===== src/rtl/mem_array.sv =====
// rtl/mem_array.sv - multi-channel gamma-cycle programmable spike delay array
//
// Each of NUM_CH channels takes the first spike it sees in a gamma cycle and
// re-emits it 1+D aclk cycles later, where D is the per-channel delay latched
// on gstart. If the fire time would fall past the end of the gamma cycle, the
// spike is dropped and late[c] pulses for one cycle instead.
//
// Optional feature macro: MEM_ARRAY_PULSE_EN
//   defined   - out[c] is a PULSE_WIDTH-cycle pulse (truncated by gstart)
//   undefined - out[c] is a level held from fire time until the next gstart
//
// Ports:
//   aclk    in   clock, rising edge
//   rst_n   in   asynchronous active-low reset
//   gstart  in   one-cycle pulse, gamma time 0 of a new gamma cycle
//   in      in   [NUM_CH]      spike inputs, level sampled
//   delay   in   [NUM_CH*DW]   per-channel delay, sampled in the gstart cycle
//   out     out  [NUM_CH]      delayed spikes, registered
//   late    out  [NUM_CH]      one-cycle flag, spike dropped as too late

module mem_array #(
    parameter int NUM_CH            = 8,
    parameter int GAMMA_CYCLE_WIDTH = 128,
    parameter int PULSE_WIDTH       = 8,
    parameter int DW                = $clog2(GAMMA_CYCLE_WIDTH)
) (
    input  logic                 aclk,
    input  logic                 rst_n,
    input  logic                 gstart,
    input  logic [NUM_CH-1:0]    in,
    input  logic [NUM_CH*DW-1:0] delay,
    output logic [NUM_CH-1:0]    out,
    output logic [NUM_CH-1:0]    late
);

    localparam logic [DW:0]   G_LAST    = (DW+1)'(GAMMA_CYCLE_WIDTH - 1);
    localparam logic [DW-1:0] GCNT_MAX  = DW'(GAMMA_CYCLE_WIDTH - 1);
    localparam logic [DW-1:0] DW_ONE    = DW'(1);
    localparam logic [DW:0]   DW1_ONE   = (DW+1)'(1);

    typedef enum logic [1:0] {
        S_IDLE = 2'd0,
        S_WAIT = 2'd1,
        S_FIRE = 2'd2,
        S_DONE = 2'd3
    } ch_state_e;

    // Elaboration-time parameter sanity checks.
    if ((GAMMA_CYCLE_WIDTH < 4) ||
        ((GAMMA_CYCLE_WIDTH & (GAMMA_CYCLE_WIDTH - 1)) != 0)) begin : g_gamma_check
        $error("mem_array: GAMMA_CYCLE_WIDTH must be a power of 2 and >= 4");
    end
    if ((PULSE_WIDTH < 1) || (PULSE_WIDTH > GAMMA_CYCLE_WIDTH)) begin : g_pw_check
        $error("mem_array: PULSE_WIDTH must be in 1..GAMMA_CYCLE_WIDTH");
    end

    // ------------------------------------------------------------------
    // Shared gamma counter.
    // gcnt_q holds the gamma time of the current cycle. The gstart cycle
    // itself is gamma time 0 (forced through g_now), so the register takes
    // 1 on the gstart edge and then counts up, saturating at G-1.
    // ------------------------------------------------------------------
    logic [DW-1:0] gcnt_q, gcnt_d;
    logic          armed_q, armed_d;
    logic [DW-1:0] g_now;

    always_comb begin
        gcnt_d  = gcnt_q;
        armed_d = armed_q;
        if (gstart) begin
            gcnt_d  = DW_ONE;
            armed_d = 1'b1;
        end else if (gcnt_q != GCNT_MAX) begin
            gcnt_d = gcnt_q + DW_ONE;
        end
    end

    always_ff @(posedge aclk or negedge rst_n) begin
        if (!rst_n) begin
            gcnt_q  <= '0;
            armed_q <= 1'b0;
        end else begin
            gcnt_q  <= gcnt_d;
            armed_q <= armed_d;
        end
    end

    assign g_now = gstart ? '0 : gcnt_q;

    // ------------------------------------------------------------------
    // Per-channel delay FSMs.
    // ------------------------------------------------------------------
    for (genvar c = 0; c < NUM_CH; c++) begin : g_ch
        ch_state_e     st_q, st_d;
        logic [DW-1:0] dly_q, dly_d;
        logic [DW-1:0] rem_q, rem_d;
        logic          out_q, out_d;
        logic          late_q, late_d;
        logic [DW-1:0] dly_use;
        logic [DW:0]   fire_t;
        logic          capture;
`ifdef MEM_ARRAY_PULSE_EN
        localparam logic [DW-1:0] PW_LAST = DW'(PULSE_WIDTH - 1);
        logic [DW-1:0] pcnt_q, pcnt_d;
`endif

        // In the gstart cycle the freshly presented delay is the one that
        // applies to a same-cycle capture.
        assign dly_use = gstart ? delay[c*DW +: DW] : dly_q;
        // DW+1 bits: g + 1 + D can reach 2G-1 and must never wrap.
        assign fire_t  = {1'b0, g_now} + {1'b0, dly_use} + DW1_ONE;

        always_comb begin
            st_d    = st_q;
            dly_d   = dly_q;
            rem_d   = rem_q;
            out_d   = out_q;
            late_d  = 1'b0;
            capture = 1'b0;
`ifdef MEM_ARRAY_PULSE_EN
            pcnt_d  = pcnt_q;
`endif
            if (gstart) begin
                // Restart the channel; any pending or ongoing fire is lost.
                dly_d   = delay[c*DW +: DW];
                out_d   = 1'b0;
                rem_d   = '0;
                st_d    = S_IDLE;
                capture = in[c];
`ifdef MEM_ARRAY_PULSE_EN
                pcnt_d  = '0;
`endif
            end else begin
                case (st_q)
                    S_IDLE: capture = armed_q & in[c];
                    S_WAIT: begin
                        if (rem_q == '0) begin
                            st_d  = S_FIRE;
                            out_d = 1'b1;
`ifdef MEM_ARRAY_PULSE_EN
                            pcnt_d = '0;
`endif
                        end else begin
                            rem_d = rem_q - DW_ONE;
                        end
                    end
                    S_FIRE: begin
`ifdef MEM_ARRAY_PULSE_EN
                        if (pcnt_q == PW_LAST) begin
                            st_d  = S_DONE;
                            out_d = 1'b0;
                        end else begin
                            pcnt_d = pcnt_q + DW_ONE;
                        end
`endif
                    end
                    S_DONE: ;
                endcase
            end

            if (capture) begin
                if (fire_t > G_LAST) begin
                    st_d   = S_DONE;
                    late_d = 1'b1;
                end else if (dly_use == '0) begin
                    st_d  = S_FIRE;
                    out_d = 1'b1;
`ifdef MEM_ARRAY_PULSE_EN
                    pcnt_d = '0;
`endif
                end else begin
                    st_d  = S_WAIT;
                    rem_d = dly_use - DW_ONE;
                end
            end
        end

        always_ff @(posedge aclk or negedge rst_n) begin
            if (!rst_n) begin
                st_q   <= S_IDLE;
                dly_q  <= '0;
                rem_q  <= '0;
                out_q  <= 1'b0;
                late_q <= 1'b0;
`ifdef MEM_ARRAY_PULSE_EN
                pcnt_q <= '0;
`endif
            end else begin
                st_q   <= st_d;
                dly_q  <= dly_d;
                rem_q  <= rem_d;
                out_q  <= out_d;
                late_q <= late_d;
`ifdef MEM_ARRAY_PULSE_EN
                pcnt_q <= pcnt_d;
`endif
            end
        end

        assign out[c]  = out_q;
        assign late[c] = late_q;
    end

endmodule


===== config.mk =====
export PLATFORM = sky130hd
export DESIGN_NAME = mem_array
export DESIGN_NICKNAME = d
export VERILOG_FILES = /design/src/rtl/mem_array.sv
export SDC_FILE = /design/constraint.sdc
export NUM_CORES = 1
export LEC_CHECK = 0
export ABC_AREA = 1
export CAP_MARGIN = 40
export CELL_PAD_IN_SITES_DETAIL_PLACEMENT = 0
export CELL_PAD_IN_SITES_GLOBAL_PLACEMENT = 1
export CORE_MARGIN = 4
export CORE_UTILIZATION = 44
export DETAILED_ROUTE_END_ITERATION = 16
export GPL_ROUTABILITY_DRIVEN = 0
export PLACE_DENSITY = 0.92
export SYNTH_ARGS = -nofsm -noshare
export SYNTH_HDL_FRONTEND = slang
export SYNTH_SLANG_ARGS = --single-unit

===== constraint.sdc =====
create_clock -name aclk -period 2.25 [get_ports aclk]
set_input_delay 0.225 -clock aclk [delete_from_list [all_inputs] [get_ports aclk]]
set_output_delay 0.225 -clock aclk [all_outputs]
set_load 0.01 [all_outputs]

After elaboration in Yosys (flattened, before gate mapping)
Index checks and enable logic that the tools add are counted.
{"block": "totals", "reg_bits": 152, "input_bits": 67, "out_inout_bits": 16, "word_cells": 336}
{"block": "op_classes", "add_sub_neg": 33, "n_lt_le_gt_ge": 8, "eq_ne": 9, "muxes": 187, "bitwise": 8, "n_reduce_logical": 49}
{"cell": "two-way mux 7 bit", "n": 59}
{"cell": "logical NOT 7 bit", "n": 16}
{"cell": "subtractor 7 x 1 -> 7 bit, second input constant", "n": 16}
{"cell": "two-way mux 2 bit", "n": 48}
{"cell": "two-way mux 1 bit", "n": 80}
{"cell": "adder 7 x 7 -> 8 bit", "n": 8}
{"cell": "adder 8 x 1 -> 8 bit, second input constant", "n": 8}
{"cell": "greater-than comparator 8 x 7 -> 1 bit, second input constant", "n": 8}
{"cell": "nonzero test 3 bit", "n": 16}
{"cell": "equality test 2 x 1 -> 1 bit, second input constant", "n": 8}
{"cell": "logical NOT 2 bit", "n": 8}
{"cell": "AND reduction 2 bit", "n": 8}
{"cell": "AND 1 bit", "n": 8}
{"cell": "adder 7 x 1 -> 7 bit, second input constant", "n": 1}
{"cell": "inequality test 7 bit, second input constant", "n": 1}
{"cell": "nonzero test 2 bit", "n": 1}

Longest topological paths before layout
Gate-level depths: netlist of run 1.
{"block": "depth", "ltp_word": 7, "depth_mapped": 19, "depth_no_buf": 17}

Worst setup path before layout of run 1
No wires, ideal clock.
{"block": "synth_timing", "kind": "input to register", "start": "in gstart", "end": "reg g_ch[2].rem_q[4]", "setup_ps": 117, "t_arrival_ps": 2256, "path_slack_ps": -123, "cell_stages": 12, "cell_sequence": "buf_6 > buf_4 > buf_4 > clkbuf_1 > nor2_1 > ha_1 > a21oi_1 > o21a_1 > nand4_2 > buf_6 > nor2_1 > nor2_1"}
{"block": "synth_via", "elab_chain_cells": 6, "word_cells_on_any_way": 12, "cone_classes": "add/sub (3); order compare (1); mux (7); reduce/logical (1)"}
{"element": "start, declared", "line_no": "29", "rtl": "input logic gstart,"}
{"element": "two-way mux 7 bit (on tied branches)"}
{"element": "adder 7 x 7 -> 8 bit", "line_no": "111", "rtl": "assign fire_t = {1'b0, g_now} + {1'b0, dly_use} + DW1_ONE;"}
{"element": "adder 8 x 1 -> 8 bit", "line_no": "111"}
{"element": "greater-than comparator 8 x 7 -> 1 bit", "line_no": "162", "rtl": "if (fire_t > G_LAST) begin"}
{"element": "two-way mux 7 bit", "line_no": "162"}
{"element": "two-way mux 7 bit (*)", "line_no": "161", "rtl": "if (capture) begin"}
{"element": "named net g_ch[2].rem_d[4]", "line_no": "96", "rtl": "logic [DW-1:0] rem_q, rem_d;"}
{"element": "end signal, assigned", "line_no": "191", "rtl": "rem_q <= rem_d;"}
{"element": "end, declared", "line_no": "96"}
The timed path passes the listed nets; every way through them passes the cells marked *.
A chain may end at the register's enable or synchronous reset.

Worst setup path after layout of run 1
{"block": "layout_timing", "start": "reg gcnt_q[4]", "end": "reg g_ch[4].st_q[0]"}
{"block": "layout_via", "elab_chain_cells": 6}
{"element": "start, declared", "line_no": "63", "rtl": "logic [DW-1:0] gcnt_q, gcnt_d;"}
{"element": "start signal, assigned", "line_no": "83", "rtl": "gcnt_q <= gcnt_d;"}
{"element": "two-way mux 7 bit", "line_no": "88", "rtl": "assign g_now = gstart ? '0 : gcnt_q;"}
{"element": "adder 7 x 7 -> 8 bit", "line_no": "111"}
{"element": "adder 8 x 1 -> 8 bit", "line_no": "111"}
{"element": "greater-than comparator 8 x 7 -> 1 bit", "line_no": "162"}
{"element": "two-way mux 2 bit", "line_no": "162"}
{"element": "two-way mux 2 bit", "line_no": "161"}
{"element": "end signal, assigned", "line_no": "189", "rtl": "st_q <= st_d;"}
{"element": "end, declared", "line_no": "94", "rtl": "ch_state_e st_q, st_d;"}
No other way between the ends.

==> flow_summary.html, run 1 <==
<table>
<tr><th>Metric</th><th>Value</th></tr>
<tr><th colspan="2">Route</th></tr>
<tr><td>Vias</td><td>just under 9000</td></tr>
<tr><td>WL final</td><td>24580 um</td></tr>
<tr><td>Final routed wire length divided by cell count</td><td>13.39 um</td></tr>
<tr><td>Number of search-and-repair iterations in the first detailed-routing pass</td><td>5</td></tr>
<tr><td>Detailed-route DRC error count</td><td>0</td></tr>
<tr><td>Final ANT Viol Nets</td><td>0</td></tr>
<tr><td>DRC marker count from the first detailed-route iteration</td><td>just under 600</td></tr>
<tr><td>Vias/cell</td><td>~4.8</td></tr>
<tr><th colspan="2">Yosys</th></tr>
<tr><td>Sequential share of the synthesized area</td><td>37.43%</td></tr>
<tr><td>Most numerous cell in the Yosys netlist</td><td>sky130_fd_sc_hd__nand2_1</td></tr>
<tr><td>Syn avg cell area</td><td>7.429 um2</td></tr>
<tr><td>Syn. warnings</td><td>0</td></tr>
<tr><td>Synth area leaders</td><td>sky130_fd_sc_hd__dfrtp_1 37%, sky130_fd_sc_hd__nand2_1 13%, sky130_fd_sc_hd__ha_1 9.0%</td></tr>
<tr><td>Synthesized instance count</td><td>1368</td></tr>
<tr><td>Number of synthesized flops with an enable pin</td><td>0</td></tr>
<tr><td>Syn_nets</td><td>1508</td></tr>
<tr><td>Number of distinct library cells after synthesis</td><td>39</td></tr>
<tr><td>Share of synthesized registers carrying an async set or reset</td><td>between 90% and 100%</td></tr>
<tr><td>Library cell occupying the most area in the post-synthesis netlist</td><td>sky130_fd_sc_hd__dfrtp_1</td></tr>
<tr><td>Commonest cells in the netlist</td><td>364 x sky130_fd_sc_hd__nand2_1, 183 x sky130_fd_sc_hd__inv_1, 162 x sky130_fd_sc_hd__nor2_1, 152 x sky130_fd_sc_hd__dfrtp_1, 77 x sky130_fd_sc_hd__nand3_1</td></tr>
<tr><td>Synthesized area</td><td>0.01016 mm2</td></tr>
<tr><td>Area share of the leading cell type in the synthesized netlist</td><td>37.43%</td></tr>
<tr><td>Leading register cell type out of synthesis</td><td>sky130_fd_sc_hd__dfrtp_1</td></tr>
<tr><td>Count of state elements after synthesis</td><td>152</td></tr>
<tr><th colspan="2">Timing</th></tr>
<tr><td>Final hold vios</td><td>0</td></tr>
<tr><td># setup viols final</td><td>0</td></tr>
<tr><td>Actual transition at the worst max-transition pin</td><td>around 0.57 ns</td></tr>
<tr><td>Max transition margin</td><td>61.76%</td></tr>
<tr><td>Total count of max-transition violations in the final report</td><td>0</td></tr>
<tr><td>Crit share post-route</td><td>88.51%</td></tr>
<tr><td>Maximum clock rate</td><td>502.1 MHz</td></tr>
<tr><td>Setup repair after global routing missed its margin</td><td>false</td></tr>
<tr><td>Worst clock skew</td><td>0.006341 ns</td></tr>
<tr><td>Shortest period the worst path allows</td><td>1.991 ns</td></tr>
<tr><td>Setup TNS after final layout</td><td>0 ns</td></tr>
<tr><th colspan="2">Layout</th></tr>
<tr><td>Area of combinational cells with multiple inputs</td><td>0.005330 mm2</td></tr>
<tr><td>Area growth syn-to-layout</td><td>23.38%</td></tr>
<tr><td>Share of the core filled with cells</td><td>between 50% and 60%</td></tr>
<tr><td>Finished Layout Cells</td><td>1836</td></tr>
<tr><td>Fill cell total of the finished layout</td><td>2119</td></tr>
<tr><td>Register area</td><td>approximately 0.0038 mm2</td></tr>
<tr><td>Layout cells sized above 1</td><td>between 10% and 20%</td></tr>
<tr><td>Antenna Cells</td><td>0</td></tr>
<tr><td>Design Area, Final</td><td>between 0.01 and 0.015 mm2</td></tr>
<tr><td>Layout net count</td><td>1679</td></tr>
<tr><th colspan="2">Worst setup path</th></tr>
<tr><td>Reg2Reg Depth</td><td>10</td></tr>
<tr><td>R2R Path Start</td><td>gcnt_q[4]$_DFFE_PN0P_</td></tr>
<tr><td>Critical path type</td><td>reg2reg</td></tr>
<tr><td>Worst path slowest cell</td><td>sky130_fd_sc_hd__dfrtp_1</td></tr>
<tr><td>WP data arrival</td><td>2.30 ns</td></tr>
<tr><td>Total number of cells along the worst setup path</td><td>10</td></tr>
<tr><td>CP top delay family</td><td>compound AO/OA/AOI/OAI gates</td></tr>
<tr><td>Kind of launch point of the worst setup path</td><td>flip-flop</td></tr>
<tr><td>Worst setup path startpoint</td><td>gcnt_q[4]$_DFFE_PN0P_</td></tr>
<tr><td>Most frequent cell on the critical path</td><td>sky130_fd_sc_hd__nand2_1</td></tr>
<tr><td>Cell-by-cell trace of the critical path</td><td>inv_1 &gt; nor2_4 &gt; buf_12 &gt; ha_1 &gt; a21oi_1 &gt; o21a_1 &gt; buf_4 &gt; nand2_1 &gt; o21ai_0 &gt; nand2_1</td></tr>
<tr><td>Worst path bufs/invs</td><td>3</td></tr>
<tr><td>Maximum fanout along the worst path</td><td>5</td></tr>
<tr><td>Type of element capturing the critical path</td><td>flip-flop</td></tr>
<tr><td>Slowest Stage Delay on Critical Path</td><td>0.35 ns</td></tr>
<tr><td>Required time of the critical path</td><td>between 2 and 3 ns</td></tr>
<tr><th colspan="2">Floorplanning</th></tr>
<tr><td>Core footprint</td><td>around 0.023 mm2</td></tr>
<tr><td>Die footprint</td><td>roughly 0.026 mm2</td></tr>
<tr><td>Die Y</td><td>160.0 um</td></tr>
<tr><td># IOs</td><td>83</td></tr>
<tr><td>Site row count</td><td>55</td></tr>
<tr><td>Horizontal die dimension</td><td>roughly 160 um</td></tr>
<tr><td>Initial Util</td><td>approximately 45%</td></tr>
<tr><th colspan="2">Power</th></tr>
<tr><td>Power per standard cell area</td><td>712.1 mW/mm2</td></tr>
<tr><td>Leakage power of the design</td><td>6.571 nW</td></tr>
<tr><td>Peak supply drop</td><td>0.0004817 V</td></tr>
<tr><td>Overall power consumption</td><td>0.008929 W</td></tr>
<tr><th colspan="2">Global route</th></tr>
<tr><td>Antenna violations before repair</td><td>0</td></tr>
<tr><td>Vias in the first global route</td><td>8863</td></tr>
<tr><td>Pin count of the biggest net entering global routing</td><td>59</td></tr>
<tr><td>Wire length of the first global-routing pass</td><td>41900 um</td></tr>
<tr><td>Gr usage total</td><td>19.68%</td></tr>
<tr><td>Final global-route overflow total</td><td>0</td></tr>
<tr><th colspan="2">Worst hold path</th></tr>
<tr><td>WHS Path Cells</td><td>4</td></tr>
<tr><td>Path category of the worst min-delay check</td><td>in2reg</td></tr>
<tr><td>Startpoint of the tightest hold check path</td><td>gstart</td></tr>
<tr><th colspan="2">Placement</th></tr>
<tr><td>Dpl hpwl</td><td>18560 um</td></tr>
<tr><td>Total instance count after detailed placement</td><td>1802</td></tr>
<tr><td>Count of input and output buffers</td><td>82</td></tr>
<tr><td>Placed instance area</td><td>0.01188 mm2</td></tr>
<tr><th colspan="2">Clocking</th></tr>
<tr><td>Clock root buffer</td><td>sky130_fd_sc_hd__clkbuf_16</td></tr>
<tr><td>TritonCTS clock tree</td><td>built</td></tr>
<tr><td>H-Tree Level Count</td><td>4</td></tr>
<tr><td>CTS Buf Count</td><td>17</td></tr>
<tr><td>Latest clock arrival within the worst-skew pair</td><td>approximately 0.43 ns</td></tr>
<tr><td>Number of buffers on the longest clock path</td><td>2</td></tr>
<tr><td>Number of sinks on the clock net</td><td>152</td></tr>
<tr><td>Clock slew seen by the registers of the worst setup and hold paths</td><td>0.06 ns</td></tr>
<tr><th colspan="2">Run</th></tr>
<tr><td>MaxCap Viol Count</td><td>0</td></tr>
<tr><th colspan="2">Status</th></tr>
<tr><td>Run status</td><td>completed</td></tr>
</table>
## logic make-up after synthesis
| group | Yosys count | share of synthesized area, % |
|---|---|---|
| xor gates and xnor gates | 58 | 4.999 |
| DFF | 152 | 37.43 |
| AOI/OAI and AO/OA | 170 | 9.246 |
| and+or+nand+nor | 688 | 29.04 |
| buffers and inverters | 227 | 10.29 |
| adders and majority gates | 73 | 8.988 |
## worst register-to-register path, cell delays in order, from the launching register on
cell	delay (ns)
sky130_fd_sc_hd__dfrtp_1	0.35
sky130_fd_sc_hd__inv_1	0.11
sky130_fd_sc_hd__nor2_4	0.24
sky130_fd_sc_hd__buf_12	0.15
sky130_fd_sc_hd__ha_1	0.24
sky130_fd_sc_hd__a21oi_1	0.14
sky130_fd_sc_hd__o21a_1	0.17
sky130_fd_sc_hd__buf_4	0.12
sky130_fd_sc_hd__nand2_1	0.08
sky130_fd_sc_hd__o21ai_0	0.18
sky130_fd_sc_hd__nand2_1	0.08
## state kept, by name, summed over array words and instances, names as in the netlist
signal / cells
armed_q: 1
g_ch.late_q: 8
g_ch.rem_q: 56
gcnt_q: 7
g_ch.st_q: 16
g_ch.out_q: 8
g_ch.dly_q: 56
## layout make-up
type,count,share of cell area [%]
flip-flops and latches,152,30.34
repair buffers,193,13.80
well taps,285,2.844
clock inverters,8,0.9380
multi-input cells,989,42.51
inverters,186,5.598
clock buffers,23,3.972
## layout by cell type (no fill, tap or decap), types with 2 or more instances in the layout
cell type / synthesis / layout
sky130_fd_sc_hd__a21oi_1: 44 / 44
sky130_fd_sc_hd__a31oi_1: 4 / 4
sky130_fd_sc_hd__buf_12: 0 / 6
sky130_fd_sc_hd__buf_4: 22 / 105
sky130_fd_sc_hd__bufinv_16: 0 / 3
sky130_fd_sc_hd__clkbuf_16: 0 / 17
sky130_fd_sc_hd__clkbuf_8: 0 / 5
sky130_fd_sc_hd__clkdlybuf4s50_1: 0 / 80
sky130_fd_sc_hd__clkinv_2: 1 / 5
sky130_fd_sc_hd__dfrtp_1: 152 / 152
sky130_fd_sc_hd__ha_1: 73 / 73
sky130_fd_sc_hd__inv_1: 183 / 183
sky130_fd_sc_hd__nand2_1: 364 / 364
sky130_fd_sc_hd__nand2_2: 8 / 8
sky130_fd_sc_hd__nand3_1: 77 / 77
sky130_fd_sc_hd__nand3_2: 9 / 9
sky130_fd_sc_hd__nand3b_1: 5 / 5
sky130_fd_sc_hd__nand4_1: 18 / 18
sky130_fd_sc_hd__nand4_2: 3 / 3
sky130_fd_sc_hd__nor2_1: 162 / 157
sky130_fd_sc_hd__nor2_2: 14 / 18
sky130_fd_sc_hd__nor2_4: 3 / 4
sky130_fd_sc_hd__nor3_1: 11 / 11
sky130_fd_sc_hd__o211ai_1: 2 / 2
sky130_fd_sc_hd__o21a_1: 8 / 8
sky130_fd_sc_hd__o21ai_0: 57 / 57
sky130_fd_sc_hd__o21ai_1: 39 / 39
sky130_fd_sc_hd__o21ai_2: 12 / 12
sky130_fd_sc_hd__or2_1: 5 / 5
sky130_fd_sc_hd__or2_2: 7 / 7
sky130_fd_sc_hd__xnor2_1: 15 / 15
sky130_fd_sc_hd__xor2_1: 43 / 43
## final timing paths
check	endpoint	slack, ns
worst max-delay path	g_ch[4].st_q[0]$_DFFE_PN0P_	0.26
worst min-delay path	gcnt_q[6]$_DFFE_PN0P_	0.22
worst max register to register	g_ch[4].st_q[0]$_DFFE_PN0P_	0.26
worst min register to register	g_ch[1].dly_q[0]$_DFF_PN0_	0.47
max in group asynchronous	g_ch[1].dly_q[3]$_DFF_PN0_	1.27
min in group asynchronous	g_ch[7].st_q[0]$_DFFE_PN0P_	0.35
## through the flow
stage	hold WS [ns]	setup WS (ns)
finish	0.2233	0.2585
global route	0.2443	0.01145
global placement	0.2477	-0.08840
floorplan	-0.07059	0.0004745
CTS	0.2530	0.1689
detailed placement	0.2482	-0.1218
## power breakdown
group | switching (W) | internal (W) | leakage (nW)
Sequential | 0.000242 | 0.00312 | 1.89
Combinational | 0.00151 | 0.00107 | 4.38
Clock | 0.00111 | 0.00188 | 0.305
Total | 0.00286 | 0.00607 | 6.57
## per-layer routing
metal  wire, um  vias up  global-route usage (%)  share of wire (%)
li1           -     4660                       -                  -
met1      11680     4053                   26.37                 48
met2      11730      149                   33.18                 48
met3        841       25                   3.148                3.4
met4        333        0                   5.475                1.4
met5          0        -                       0                  0
## what timing repair did
item                                    CTS  global route
setup buffers                             0             2
pin swaps                                 0             1
gates resized for setup                   1             0
hold buffers                              1             0
gates cloned                              0             0
endpoints found under the hold margin    53             0
endpoints found under the setup margin   10             8
Note: power is estimated with default switching activity, not from simulation.
==> inputs of run 2 (changes only) <==
Settings changed: CAP_MARGIN 40 to 20.
==> results of run 2 <==
Same layout as run 1: the final DEF is identical, and so are final timing and power.
